===== config.mk =====
export PLATFORM = sky130hd
export DESIGN_NAME = mux_16bit
export DESIGN_NICKNAME = d
export VERILOG_FILES = /design/src/rtl/mux_16bit_pkg.sv /design/src/rtl/mux_toggle_mon.sv /design/src/rtl/mux_16bit.sv
export SDC_FILE = /design/constraint.sdc
export NUM_CORES = 1
export LEC_CHECK = 0
export BUFFER_PORTS_ARGS = -buffer_cell sky130_fd_sc_hd__buf_2
export CORE_UTILIZATION = 43
export CTS_BUF_LIST = sky130_fd_sc_hd__clkbuf_8
export CTS_CLUSTER_SIZE = 20
export DETAILED_ROUTE_END_ITERATION = 8
export PLACE_DENSITY = 0.87
export RECOVER_POWER = 100
export SLEW_MARGIN = 20
export SYNTH_ARGS = -nofsm -noshare
export SYNTH_HDL_FRONTEND = slang
export SYNTH_SLANG_ARGS = --single-unit

===== constraint.sdc =====
create_clock -name clk -period 4.65 [get_ports clk]
set_input_delay 0.2325 -clock clk [delete_from_list [all_inputs] [get_ports clk]]
set_output_delay 0.2325 -clock clk [all_outputs]
set_load 0.05 [all_outputs]

===== src/rtl/mux_16bit_pkg.sv =====
// Shared constants for the writeback-select mux: default widths and select encodings.
package mux_16bit_pkg;

  localparam int DATA_W    = 16;
  localparam int CNT_W_DEF = 8;

  localparam logic SEL_ALU = 1'b0;
  localparam logic SEL_MEM = 1'b1;

endpackage


===== src/rtl/mux_toggle_mon.sv =====
// Debug monitor for the writeback select: registered SEL and a saturating count of SEL transitions.
module mux_toggle_mon
  import mux_16bit_pkg::*;
#(
  parameter int CNT_W = CNT_W_DEF
) (
  input  logic             clk,
  input  logic             rst,
  input  logic             sel,
  output logic             sel_q,
  output logic [CNT_W-1:0] tog_cnt
);

  localparam logic [CNT_W-1:0] CNT_MAX = '1;

  logic toggle;

  // sel_q clears to the ALU encoding, so SEL=MEM right after reset counts as a toggle
  assign toggle = (sel != sel_q);

  always_ff @(posedge clk) begin
    if (rst) begin
      sel_q   <= SEL_ALU;
      tog_cnt <= '0;
    end else begin
      sel_q <= sel;
      if (toggle && (tog_cnt != CNT_MAX)) begin
        tog_cnt <= tog_cnt + 1'b1;
      end
    end
  end

endmodule


===== src/rtl/mux_16bit.sv =====
// Memory-stage writeback select: OUT = SEL ? IN1 (memory) : IN0 (ALU), plus parity and toggle monitor.
// Define MUX_16BIT_REG_OUT_EN to register OUT (one-cycle latency, cleared by rst).
module mux_16bit
  import mux_16bit_pkg::*;
#(
  parameter int WIDTH = DATA_W,
  parameter int CNT_W = CNT_W_DEF
) (
  input  logic             clk,
  input  logic             rst,
  input  logic [WIDTH-1:0] IN0,
  input  logic [WIDTH-1:0] IN1,
  input  logic             SEL,
  output logic [WIDTH-1:0] OUT,
  output logic             OUT_PAR,
  output logic             SEL_Q,
  output logic [CNT_W-1:0] TOG_CNT
);

  logic [WIDTH-1:0] mux_sel;

  assign mux_sel = (SEL == SEL_MEM) ? IN1 : IN0;

`ifdef MUX_16BIT_REG_OUT_EN
  always_ff @(posedge clk) begin
    if (rst) begin
      OUT <= '0;
    end else begin
      OUT <= mux_sel;
    end
  end
`else
  assign OUT = mux_sel;
`endif

  // parity is taken from OUT itself so it carries the same latency in both builds
  assign OUT_PAR = ^OUT;

  mux_toggle_mon #(
    .CNT_W (CNT_W)
  ) u_tog_mon (
    .clk     (clk),
    .rst     (rst),
    .sel     (SEL),
    .sel_q   (SEL_Q),
    .tog_cnt (TOG_CNT)
  );

endmodule


==> results.toml, run 1 <==
[critical_path]
cp.arrival_ns = 2.83
reg2reg_to = "u_tog_mon.tog_cnt[7]$_SDFFE_PP0P_"
cp_data_required_time_ns = 4.42
crit_start = "SEL"
cpMostUsedCell = "xnor3_1"
rr_worst_depth = 6
startpoint_type = "primary input"
slowest_delay_ns = 0.71
worstSetupEndpoint = "OUT_PAR"
reg2reg_slack_ns = 2.68
cp_slowest_cell = "clkbuf_1"
cp_max_fo = 20
crit_chain = "clkbuf_1 -> mux2_1 -> xor2_1 -> xnor3_1 -> xnor3_1 -> xnor3_1 -> clkbuf_1"
r2r_start = "u_tog_mon.tog_cnt[0]$_SDFFE_PP0P_"
end_kind = "primary output"
path_class = "in2out"

[timing]
hold_violations = 0
finalSetupTns_ns = 0
max_freq_mhz = 327
period_minus_slack_ns = 3.06
finalMaxSlewViolations = 0
tightestPinTransition_ns = 0.972
finClkSkew_ns = 0.00155
finalSetupViolCount = 0
period_share_pct = 65.9
slew_headroom_pct = 34.5
rsz0062_at_grt = "no"

[yosys]
netlist_top_cells_count = "mux2_2 (12), nor2_1 (10), dfxtp_1 (9)"
synth_most_common_cell = "mux2_2"
synth_top_cells_by_area = "dfxtp_1 (23%), mux2_2 (18%), xnor3_1 (8.8%)"
synth_cells = 75
synth_largest_area_cell = "dfxtp_1"
synth-main-ff-cell = "dfxtp_1"
synth_edf_count = 0
syn-num-nets = 111
synthArstFlopShare_pct = 0
syn_area_um2 = 768
ys_seq_area_share_pct = 23.5
yosys.cell_types.count = 22
syn_area_per_cell_um2 = 10.2
synth.top_cell.area_share_pct = 23.5
ys.warnings.count = 0
ys_ff_latch = 9

[global_routing]
grt_pass1_vias = 726
grt.busiest_layer = "met2"
track_usage_pct = 19.5
antenna_found_initial = 0
grt_pass1_wl_um = 2840
grt_use_met3_pct = 7.35
overflow = 0
use_met2_pct = 37.1
grt_max_degree = 21
gr-usage-met1_pct = 19.9

[placed_design]
dpl.hpwl_um = 1490
gp_congestion = 0.749
dp.cells = 156
numPortBuffers = 60

[cts]
h-tree-depth = 1
postCtsSetupRepairBufs = 0
root_buffer = "clkbuf_8"
tritoncts = "yes"
cts.clk_slew.worst_paths_ns = 0.04
cts.path.max_buffers = 2
clock_latency_ns = 0.23
cts_sinks = 9
cts_buffers = 3
cts_resized = 0
cts_hold_buf = 0

[outcome]
run_status = "finished with violations"
failed_checks = "DRC"

[power_and_ir_drop]
p_total_mw = 0.369
power_density_nw_per_um2 = 338
vdd_ir_drop_max_mv = 0.320
p_leak_nw = 0.521

[floorplanning]
dieWidth_um = 44.3
core_um2 = 1590
die-area_um2 = 1960
rows = 14
initial_core_util_pct = 48.2
ioPinCount = 61
chipHeight_um = 44.3

[route]
drtIter0Drc = 12
drc = 2
num_vias = 748
viasPerCell = 4.68
first_pass_iters = 6
wirelength_um = 1790
ant_nets = 0
detail_route.wl_per_cell_um = 11.2

[finish]
diodes = 0
fin_nets = 173
fin_cells = 160
syn_to_final_growth_pct = 42.2
fill_cells = 136
drive_above_1_share_pct = 36.8

[hold_path]
hold_depth = 2
min_path_type = "in2reg"

[flow_run]
cap_violations = 0
worst min-delay path by stage:
stage / slack, ns / from / end
6_report: 0.28 / rst / u_tog_mon.tog_cnt[5]$_SDFFE_PP0P_
5_1_grt: 0.29 / rst / u_tog_mon.tog_cnt[6]$_SDFFE_PP0P_
4_1_cts: 0.27 / rst / u_tog_mon.tog_cnt[2]$_SDFFE_PP0P_
3_5_place_dp: 0.52 / rst / u_tog_mon.tog_cnt[2]$_SDFFE_PP0P_
3_3_place_gp: 0.52 / rst / u_tog_mon.tog_cnt[3]$_SDFFE_PP0P_
2_1_floorplan: 0.53 / rst / u_tog_mon.tog_cnt[1]$_SDFFE_PP0P_
power by group:
part	leakage [nW]	switching, mW	internal (mW)	total [mW]
Clock	0.0269	0.0303	0.0574	0.0877
Combinational	0.421	0.128	0.0693	0.197
Sequential	0.0732	0.00331	0.0808	0.0841
per-stage QoR:
stage / worst slack, ns / util [%] / hold slack [ns] / area (µm²)
3_3_place_gp: 2.22 / 67.3 / 0.520 / 1070
2_1_floorplan: 2.34 / - / 0.529 / 768
5_1_grt: 1.39 / 68.5 / 0.287 / 1090
3_5_place_dp: 2.16 / 67.3 / 0.524 / 1070
4_1_cts: 2.16 / 70.1 / 0.274 / 1120
6_report: 1.59 / 68.5 / 0.281 / 1090
cells by family (layout without fill, tap and decap cells):
| family | Yosys count | count (layout) | share of synthesized area, % |
|---|---|---|---|
| flops | 9 | 9 | 23.5 |
| compound gates | 4 | 4 | 2.61 |
| mux | 17 | 17 | 25.7 |
| xor+xnor | 18 | 18 | 29.8 |
| simple gates | 22 | 22 | 12.9 |
| buf+inv | 4 | 65 | 3.91 |
| fa+ha+maj | 1 | 1 | 1.63 |
routing by layer:
layer  up-vias  routed length (µm)  part of all wire, %
met1       335                 695                   39
met2        30                 967                   54
li1        383                   -                    -
met3         0                 125                  7.0
met4         0                   0                    0
met5         -                   0                    0
layout by cell type, fill, tap and decap left out:
cell type and n:
nand3_1 4, ha_1 1, or3_1 1, clkbuf_8 3
mux2_1 15, mux2_2 1, clkbuf_1 14, nand2_1 2
xor2_1 7, dfxtp_1 9, mux2i_1 1, xnor2_1 6
xor3_1 2, nor2b_1 1, nand4_1 1, nor3_1 3
o21ai_0 1, inv_1 2, o21ai_1 1, nor2_1 10
a21oi_1 2, buf_2 46, xnor3_1 3
registers in the layout (all words and copies together), names as in the netlist:
signal and count:
u_tog_mon.tog_cnt 8, u_tog_mon.sel_q 1
worst max-delay path, delay by kind of cell:
family	cells	cell delay, ns
muxes	1	0.42
buffers and inverters	2	1.18
xor gates and xnor gates	4	1.00
layout make-up:
cell class	count	area [µm²]	area share, %
clock buffers	3	41.3	3.78
repair buffers	60	283	25.9
multi-input cells	62	551	50.4
clock inverters	1	3.75	0.344
flip-flops and latches	9	180	16.5
well taps	24	30.0	2.75
inverters	1	3.75	0.344
No activity file was read; power rests on OpenSTA's default activity.
==> run 2, diff against run 1 <==
- ABC_AREA: not set -> 1
- PLACE_DENSITY: 0.87 -> 0.78
- clock period: 4.65 -> 2.8 ns (I/O delays scaled with it)
==> results.toml, run 2 <==
[outcome]
run_status = "completed"

[yosys]
synth_edf_count = 0
syn-num-nets = 274
synth-main-ff-cell = "dfxtp_1"
ys.warnings.count = 0
synth_largest_area_cell = "nand2_1"
netlist_top_cells_count = "nand2_1 (122), inv_1 (35), nand2_2 (19)"
ys_seq_area_share_pct = 14.3
synth_top_cells_by_area = "nand2_1 (36%), dfxtp_1 (14%), inv_1 (10%)"
synth_most_common_cell = "nand2_1"
yosys.cell_types.count = 21
synthArstFlopShare_pct = 0
syn_area_um2 = 1260
ys_ff_latch = 9
syn_area_per_cell_um2 = 5.30
synth.top_cell.area_share_pct = 36.3
synth_cells = 238

[floorplanning]
rows = 19
dieWidth_um = 56.2
die-area_um2 = 3150
initial_core_util_pct = 45.7
ioPinCount = 61
core_um2 = 2760
chipHeight_um = 56.2

[route]
viasPerCell = 4.37
drtIter0Drc = 43
detail_route.wl_per_cell_um = 7.97
drc = 0
wirelength_um = 2610
ant_nets = 0
num_vias = 1432
first_pass_iters = 4

[critical_path]
cpMostUsedCell = "nand2_1"
r2r_start = "u_tog_mon.tog_cnt[0]$_SDFFE_PP0P_"
rr_worst_depth = 8
cp.arrival_ns = 1.98
cp_max_fo = 28
path_class = "in2out"
slowest_delay_ns = 0.46
reg2reg_to = "u_tog_mon.tog_cnt[1]$_SDFFE_PP0P_"
startpoint_type = "primary input"
cp_data_required_time_ns = 2.66
end_kind = "primary output"
reg2reg_slack_ns = 1.07
cp_slowest_cell = "clkbuf_1"
crit_chain = "buf_2 -> inv_6 -> nand2_1 -> nand2_1 -> inv_1 -> nand2_1 -> nand2_1 -> nor2_1 -> nor2_1 -> nand2_1 -> nand2_1 -> nand2_1 -> nand2_1 -> clkbuf_1"

[flow_run]
cap_violations = 0

[power_and_ir_drop]
power_density_nw_per_um2 = 382
p_leak_nw = 0.937
vdd_ir_drop_max_mv = 0.389

[cts]
postCtsSetupRepairBufs = 0
root_buffer = "clkbuf_8"
cts_sinks = 9
cts_resized = 0
cts.clk_slew.worst_paths_ns = 0.04
cts_buffers = 3
h-tree-depth = 1
clock_latency_ns = 0.23
tritoncts = "yes"
cts_hold_buf = 0
cts.path.max_buffers = 2

[timing]
max_freq_mhz = 471
finalSetupTns_ns = 0
hold_violations = 0
period_minus_slack_ns = 2.12
period_share_pct = 75.8
finClkSkew_ns = 0.00101
finalMaxSlewViolations = 0
tightestPinTransition_ns = 0.617
hold_ws_ns = 0.175
slew_headroom_pct = 59.0
rsz0062_at_grt = "no"
finalSetupViolCount = 0

[global_routing]
overflow = 0
grt_pass1_wl_um = 4660
track_usage_pct = 18.0
grt_pass1_vias = 1174
grt_max_degree = 29
antenna_found_initial = 0

[finish]
layout_common_cells = "nand2_1 (123), inv_1 (37), buf_2 (35), clkbuf_1 (25), nand2_2 (18)"
diodes = 0
top_register = "u_tog_mon.tog_cnt"
syn_to_final_growth_pct = 22.2
fin_nets = 334
final_common_cell = "nand2_1"
drive_above_1_share_pct = 23.6
stdcell_area_um2 = 1540
largest_register_ffs = 8
largestRegisters = "u_tog_mon.tog_cnt (8), u_tog_mon.sel_q (1)"

[placed_design]
placed_area_um2 = 1540
dpl.hpwl_um = 2160
gp_congestion = 0.784
numPortBuffers = 60

[hold_path]
min_path_type = "in2reg"
hold_end = "u_tog_mon.tog_cnt[7]$_SDFFE_PP0P_"
hp-start = "rst"
hold_depth = 2
run 2: final cells by class:
class                           count  area, µm²
Timing Repair Buffer               61        277
Multi-Input combinational cell    182        842
Clock inverter                      1       3.75
Inverter                           41        159
Clock buffer                        3       41.3
Sequential cell                     9        180
Tap cell                           31       38.8
Fill cell                         312       1220
run 2: metrics by stage:
stage	setup WS [ns]	instances	utilization [%]	power (mW)
2_1_floorplan	0.914	238	-	0.390
3_3_place_gp	0.900	324	55.7	0.452
3_5_place_dp	0.872	324	55.7	0.456
4_1_cts	0.873	328	57.4	0.604
5_1_grt	0.381	328	55.9	0.637
6_report	0.677	328	55.9	0.588
run 2: cells by family after synthesis:
family,count (synthesis),synth area share [%]
DFF,9,14.3
and+or+nand+nor,157,51.9
adders and majority gates,1,0.992
buffers and inverters,47,18.3
AOI/OAI and AO/OA,18,9.82
xor gates and xnor gates,6,4.76
run 2: worst max-delay path by stage:
stage | slack [ns] | startpoint | to | cells after the start
6_report | 0.68 | SEL | OUT_PAR | 14
5_1_grt | 0.38 | SEL | OUT_PAR | 14
4_1_cts | 0.87 | SEL | OUT_PAR | 14
3_5_place_dp | 0.87 | SEL | OUT_PAR | 14
3_3_place_gp | 0.90 | SEL | OUT_PAR | 14
2_1_floorplan | 0.91 | SEL | OUT_PAR | 11
run 2: critical path: cells and delay by family:
family | cells | cell delay (ns)
buffers and inverters | 4 | 1.15
AND/OR/NAND/NOR | 10 | 0.69
run 2: power by group:
group | switching [mW] | internal [mW]
logic | 0.221 | 0.0823
clock network | 0.0499 | 0.0953
registers | 0.00595 | 0.134
run 2: per-layer routing:
| metal | wire length (µm) | share of wire (%) | track usage [%] |
|---|---|---|---|
| met5 | 0 | 0 | 0 |
| met2 | 1170 | 45 | 30.1 |
| met4 | 32 | 1.2 | 5.23 |
| met1 | 1280 | 49 | 23.4 |
| met3 | 133 | 5.1 | 3.49 |
